**src/rtl/player_motion_ctrl.sv**
```systemverilog
// player_motion_ctrl: once-per-frame position controller for the circular
// player sprite in the 320x240 half-resolution scene.
//   - Keys are synchronised through 2-FF chains. A one-cycle frame tick is
//     derived from the falling edge of vsync.
//   - Walking is horizontal. A GROUND/RISE/FALL state machine handles jumps
//     and gravity.
//   - Optional feature macro: PLAYER_DBLJUMP_EN. When it is defined, one
//     extra jump is allowed while airborne, and only on a fresh press.
// Handshake: none. All state moves only on cycles where tick_r is high.
// Hierarchical debug: the FSM state is held in 'state'. The frame tick is
// held in 'tick_r'.
module player_motion_ctrl #(
  parameter int X_INIT   = 70,
  parameter int Y_INIT   = 180,
  parameter int X_MIN    = 30,
  parameter int X_MAX    = 290,
  parameter int Y_MIN    = 30,
  parameter int Y_GROUND = 180,
  parameter int STEP     = 2,
  parameter int JUMP_V   = 8,
  parameter int V_MAX    = 8
) (
  input  logic        clk,
  input  logic        rst,
  input  logic        vsync,
  input  logic        key_left,
  input  logic        key_right,
  input  logic        key_jump,
  output logic [9:0]  pos_x,
  output logic [9:0]  pos_y,
  output logic        on_ground,
  output logic [15:0] frame_cnt
);

  localparam logic [9:0] X_INIT_V   = 10'(X_INIT);
  localparam logic [9:0] Y_INIT_V   = 10'(Y_INIT);
  localparam logic [9:0] X_MIN_V    = 10'(X_MIN);
  localparam logic [9:0] X_MAX_V    = 10'(X_MAX);
  localparam logic [9:0] Y_MIN_V    = 10'(Y_MIN);
  localparam logic [9:0] Y_GROUND_V = 10'(Y_GROUND);
  localparam logic [9:0] STEP_V     = 10'(STEP);
  localparam logic [3:0] JUMP_V_V   = 4'(JUMP_V);
  localparam logic [3:0] V_MAX_V    = 4'(V_MAX);

  typedef enum logic [1:0] {
    GROUND = 2'd0,
    RISE   = 2'd1,
    FALL   = 2'd2
  } state_t;

  // Synchroniser chains for the asynchronous key levels.
  logic left_s1, left_s2;
  logic right_s1, right_s2;
  logic jump_s1, jump_s2;

  // Frame tick generation.
  logic vs_d;
  logic tick_r;

  // Motion state.
  state_t     state, nx_state;
  logic [3:0] vel, nx_vel;
  logic [9:0] nx_x, nx_y;
  logic [3:0] fall_nv;
  logic [9:0] vel_w, fall_nv_w;

`ifdef PLAYER_DBLJUMP_EN
  logic jump_prev;
  logic dbl_used, nx_dbl;
  logic dbl_ok;
`endif

  // Two-flop synchronisers for the key inputs.
  always_ff @(posedge clk or posedge rst) begin
    if (rst) begin
      left_s1  <= 1'b0;
      left_s2  <= 1'b0;
      right_s1 <= 1'b0;
      right_s2 <= 1'b0;
      jump_s1  <= 1'b0;
      jump_s2  <= 1'b0;
    end else begin
      left_s1  <= key_left;
      left_s2  <= left_s1;
      right_s1 <= key_right;
      right_s2 <= right_s1;
      jump_s1  <= key_jump;
      jump_s2  <= jump_s1;
    end
  end

  // Registered one-cycle pulse on every falling edge of vsync.
  always_ff @(posedge clk or posedge rst) begin
    if (rst) begin
      vs_d   <= 1'b0;
      tick_r <= 1'b0;
    end else begin
      vs_d   <= vsync;
      tick_r <= vs_d & ~vsync;
    end
  end

  assign vel_w     = {6'd0, vel};
  assign fall_nv   = (vel >= V_MAX_V) ? V_MAX_V : (vel + 4'd1);
  assign fall_nv_w = {6'd0, fall_nv};

`ifdef PLAYER_DBLJUMP_EN
  // A fresh press is one where the key is down now and was up at the previous tick.
  assign dbl_ok = jump_s2 & ~jump_prev & ~dbl_used;
`endif

  // Next-state logic: horizontal clamp-walk and the vertical jump FSM.
  always_comb begin
    nx_x     = pos_x;
    nx_y     = pos_y;
    nx_vel   = vel;
    nx_state = state;
`ifdef PLAYER_DBLJUMP_EN
    nx_dbl   = dbl_used;
`endif

    // The bound is compared before stepping, so the subtraction cannot underflow.
    if (left_s2 && !right_s2) begin
      nx_x = (pos_x <= X_MIN_V + STEP_V) ? X_MIN_V : (pos_x - STEP_V);
    end else if (right_s2 && !left_s2) begin
      nx_x = (pos_x + STEP_V >= X_MAX_V) ? X_MAX_V : (pos_x + STEP_V);
    end

    case (state)
      GROUND: begin
        if (jump_s2) begin
          nx_state = RISE;
          nx_vel   = JUMP_V_V;
        end
      end
      RISE: begin
        if (pos_y <= Y_MIN_V + vel_w) begin
          nx_y     = Y_MIN_V;
          nx_vel   = 4'd0;
          nx_state = FALL;
        end else begin
          nx_y   = pos_y - vel_w;
          nx_vel = vel - 4'd1;
          if (vel == 4'd1) nx_state = FALL;
        end
      end
      FALL: begin
        nx_vel = fall_nv;
        if (pos_y + fall_nv_w >= Y_GROUND_V) begin
          nx_y     = Y_GROUND_V;
          nx_vel   = 4'd0;
          nx_state = GROUND;
        end else begin
          nx_y = pos_y + fall_nv_w;
        end
      end
      default: begin
        nx_y     = Y_GROUND_V;
        nx_vel   = 4'd0;
        nx_state = GROUND;
      end
    endcase

`ifdef PLAYER_DBLJUMP_EN
    // The airborne re-jump overrides this tick's RISE/FALL step.
    if ((state == RISE || state == FALL) && dbl_ok) begin
      nx_y     = pos_y;
      nx_vel   = JUMP_V_V;
      nx_state = RISE;
      nx_dbl   = 1'b1;
    end
    if (nx_state == GROUND) nx_dbl = 1'b0;
`endif
  end

  // Commit position, velocity, state and frame count on each frame tick.
  always_ff @(posedge clk or posedge rst) begin
    if (rst) begin
      pos_x     <= X_INIT_V;
      pos_y     <= Y_INIT_V;
      vel       <= 4'd0;
      state     <= GROUND;
      on_ground <= 1'b1;
      frame_cnt <= 16'd0;
    end else if (tick_r) begin
      pos_x     <= nx_x;
      pos_y     <= nx_y;
      vel       <= nx_vel;
      state     <= nx_state;
      on_ground <= (nx_state == GROUND);
      frame_cnt <= frame_cnt + 16'd1;
    end
  end

`ifdef PLAYER_DBLJUMP_EN
  // Double-jump bookkeeping: the key level at the previous tick, and whether the extra jump is spent.
  always_ff @(posedge clk or posedge rst) begin
    if (rst) begin
      jump_prev <= 1'b0;
      dbl_used  <= 1'b0;
    end else if (tick_r) begin
      jump_prev <= jump_s2;
      dbl_used  <= nx_dbl;
    end
  end
`endif

endmodule
```
**config.mk**
```make
export PLATFORM = sky130hd
export DESIGN_NAME = player_motion_ctrl
export DESIGN_NICKNAME = d
export VERILOG_FILES = /design/src/rtl/player_motion_ctrl.sv
export SDC_FILE = /design/constraint.sdc
export NUM_CORES = 1
export LEC_CHECK = 0
export CORE_MARGIN = 2
export CORE_UTILIZATION = 45
export DETAILED_ROUTE_END_ITERATION = 10
export PLACE_DENSITY_LB_ADDON = 0.25
export SETUP_SLACK_MARGIN = 0.1
export SYNTH_ARGS = -nofsm -noshare
export SYNTH_HDL_FRONTEND = slang
export SYNTH_SLANG_ARGS = --single-unit
```
**constraint.sdc**
```tcl
create_clock -name clk -period 2.9 [get_ports clk]
set_input_delay 0.435 -clock clk [delete_from_list [all_inputs] [get_ports clk]]
set_output_delay 0.435 -clock clk [all_outputs]
set_load 0.02 [all_outputs]
```
==> impl_metrics.py <==
metrics = {
    "critical_path": {
        "critPathMaxStageDelay_ns": 0.42,
        "path_class": "flop to flop",
        "path_cells": "buf_6, nor2_2, ha_2, inv_1, fa_2, nand2b_4, a22oi_2, o22ai_2, o31ai_4, a21o_2, nor4b_2, o31a_1",
        "arrival_ns": 2.94,
        "ff2ff_setup_slack_ns": 0.16,
        "reg2reg_to": "vel[1]",
        "crit_start": "vel[0]",
        "cp_max_fo": 5,
        "cp.required_ns": 3.11,
        "end_kind": "flop",
        "endpoint": "vel[1]",
        "reg2regPathDepth": 12,
        "reg2reg_from": "vel[0]",
        "crit_slowest_cell": "dfrtp_1",
        "startpoint_type": "flop",
    },
    "logic_synthesis": {
        "yosysTopAreaCell": "dfrtp_1",
        "synth_nets": 468,
        "synth_edf_count": 0,
        "avgSynthCellArea_um2": 8.677,
        "ys.warnings.count": 0,
        "syn_area_um2": 3749,
        "async_reset_ff_share_pct": 100.0,
        "synthTopCellsByArea": "dfrtp_1 28%, ha_1 9.0%, dfstp_2 5.6%",
        "netlist_instances": 432,
        "synth_common_cells": "43 x nand2_1, 42 x dfrtp_1, 40 x nor2_1",
        "synth_most_common_cell": "nand2_1",
        "synth_cell_types": 70,
        "ys_ff_latch": 50,
        "synth_top_cell_area_share_pct": 28.04,
        "ys_seq_area_share_pct": 33.64,
        "yosys_most_used_dff": "dfrtp_1",
    },
    "sta": {
        "rsz0062_at_grt": "true",
        "hold-worst-slack_ns": 0.3611,
        "hold_viol": 0,
        "finalClockSkew_ns": 0.01013,
        "setup_tns_ns": 0,
        "setup_viol": 0,
        "setup_ws_ns": 0.1638,
        "slew_violations": 0,
        "slew_headroom_pct": 57.13,
        "fmax_mhz": 365.5,
        "fin_crit_sh_pct": 94.35,
        "worst_slew_pin_slew_ns": 0.6431,
        "period_needed_ns": 2.736,
    },
    "grt": {
        "grt_pass1_vias": 3226,
        "grt_max_degree": 51,
        "grt_busiest_layer": "met2",
        "grt_pass1_wl_um": 15500,
        "use_met2_pct": 37.27,
        "antenna_found_initial": 0,
        "grt-ovfl-total": 0,
        "grt_usage_pct": 21.50,
        "gr-usage-met3_pct": 2.451,
        "use_met1_pct": 28.62,
    },
    "clock_tree": {
        "cts_num_sinks": 50,
        "root_buffer": "clkbuf_8",
        "clkTransAtPathRegs_ns": 0.10,
        "insertion_delay_ns": 0.31,
        "ctsLongestPathBuffers": 2,
        "numCtsBuffers": 5,
        "cts_tree": "built",
        "ctsHtreeMaxLevel": 2,
    },
    "power_and_ir_drop": {
        "p_int_mw": 2.633,
        "power_switching_mw": 2.316,
        "p_per_area_nw_per_um2": 1039,
        "peakVddDrop_uv": 472.6,
        "clkPwrFrac_pct": 11.0,
        "leakage_nw": 1.915,
        "pwr-share-seq_pct": 24.7,
        "power_frac_comb_pct": 64.4,
        "switching_share_pct": 46.81,
    },
    "min_path": {
        "hp-class": "flop to flop",
    },
    "floorplanning": {
        "initial_core_util_pct": 46.09,
        "die_h_um": 95.27,
        "dieArea_um2": 9076,
        "core_um2": 8134,
        "die_w_um": 95.27,
        "io_pins": 43,
        "rows": 33,
    },
    "cells_and_area": {
        "insertedDiodeCount": 0,
        "seqCellArea_um2": 1262,
        "fin_cells": 588,
        "multi_input_area_um2": 2572,
        "drive_above_1_share_pct": 19.05,
        "fin_area_um2": 4765,
        "fillers": 691,
        "area_delta_synth_final_pct": 27.10,
        "nNetsFinal": 518,
    },
    "placement": {
        "dp_cells": 569,
        "dp_hpwl_um": 6834,
        "routabilityCongestion": 0.8814,
        "port_buffers": 41,
        "placed_area_um2": 4285,
        "pre_cts_ws_ns": 0.01998,
    },
    "routing": {
        "wire_per_inst_um": 16.53,
        "wl_um": 9717,
        "detail-route-antenna-nets": 0,
        "num_vias": 3469,
        "avgViaCountPerCell": 5.900,
        "drtPass1Iterations": 5,
        "drtIter0Drc": 209,
        "drc_errors": 0,
    },
    "run": {
        "cap_violations": 0,
    },
    "outcome": {
        "outcome": "finished clean",
    },
}
==> critical path: cells and delay by family (launching register included) <==
kind / cells / cell delay [ns]
compound gates: 5 / 1.06
fa+ha+maj: 2 / 0.58
buf+inv: 2 / 0.20
flops: 1 / 0.42
simple gates: 3 / 0.37
==> state kept, by name, summed over array words and instances (netlist names) <==
name and flops:
vs_d 1, tick_r 1, state 2, vel 4
right_s2 1, frame_cnt 16, pos_x 9, jump_s1 1
right_s1 1, left_s2 1, pos_y 10, jump_s2 1
left_s1 1, on_ground 1
==> layer usage <==
metal,routed length [um],vias to the layer above
li1,-,1654
met1,4360,1714
met2,4968,92
met3,322,9
met4,66,0
met5,0,-
==> area by class of cell <==
type	count	area share [%]
Multi-Input combinational cell	339	53.99
Sequential cell	50	26.50
Clock inverter	2	0.8141
Clock buffer	6	1.733
Inverter	22	1.733
Tap cell	105	2.757
Timing Repair Buffer	64	12.47
==> logic make-up after synthesis <==
family	synth area share [%]
xor+xnor	7.243
compound gates	21.66
other cells	0.1000
mux	0.3004
buf+inv	4.739
fa+ha+maj	10.61
flops	33.64
simple gates	21.70
==> power by group through the flow <==
stage	Sequential (mW)	Clock, mW	Combinational (mW)
final	1.22	0.542	3.19
after global routing	1.25	0.576	3.47
after CTS	1.20	0.549	2.76
after detailed placement	1.21	0	2.63
after global placement	1.20	0	2.56
after floorplan	1.25	0	1.76
==> through the flow <==
stage	utilization, %	power (mW)
4_1_cts	55.15	4.506
5_1_grt	58.58	5.301
2_1_floorplan	-	3.009
6_report	58.58	4.949
3_5_place_dp	52.68	3.836
3_3_place_gp	52.68	3.767
==> worst min-delay path by stage <==
stage	start	end	slack (ns)	cells past startpoint
6_report	left_s1	left_s2	0.36	0
5_1_grt	left_s1	left_s2	0.37	0
4_1_cts	left_s1	left_s2	0.36	0
3_5_place_dp	jump_s1	jump_s2	0.34	0
3_3_place_gp	jump_s1	jump_s2	0.33	0
2_1_floorplan	jump_s1	jump_s2	0.33	0
==> placed cells by master, fill, tap and decap left out, drive strengths merged, types with 7 or more instances in the layout <==
cell type and count:
ha 27, o21ai 18, nor3 12, nor2 40, a21oi 25, inv 23, dfstp 8, buf 23
nor2b 11, dfrtp 42, nand2 44, xnor2 24, o211ai 10, clkdlybuf4s50 41, nand2b 9, nand3 17
xor2 7
==> timing repair <==
| action | in CTS | in global routing |
|---|---|---|
| pin swaps | 7 | 22 |
| resized for setup | 14 | 38 |
| setup endpoints to repair | 9 | 17 |
| hold buffers | 0 | 0 |
| endpoints found under the hold margin | 0 | 0 |
| setup buffers | 3 | 8 |
No activity file was read; power rests on OpenSTA's default activity.
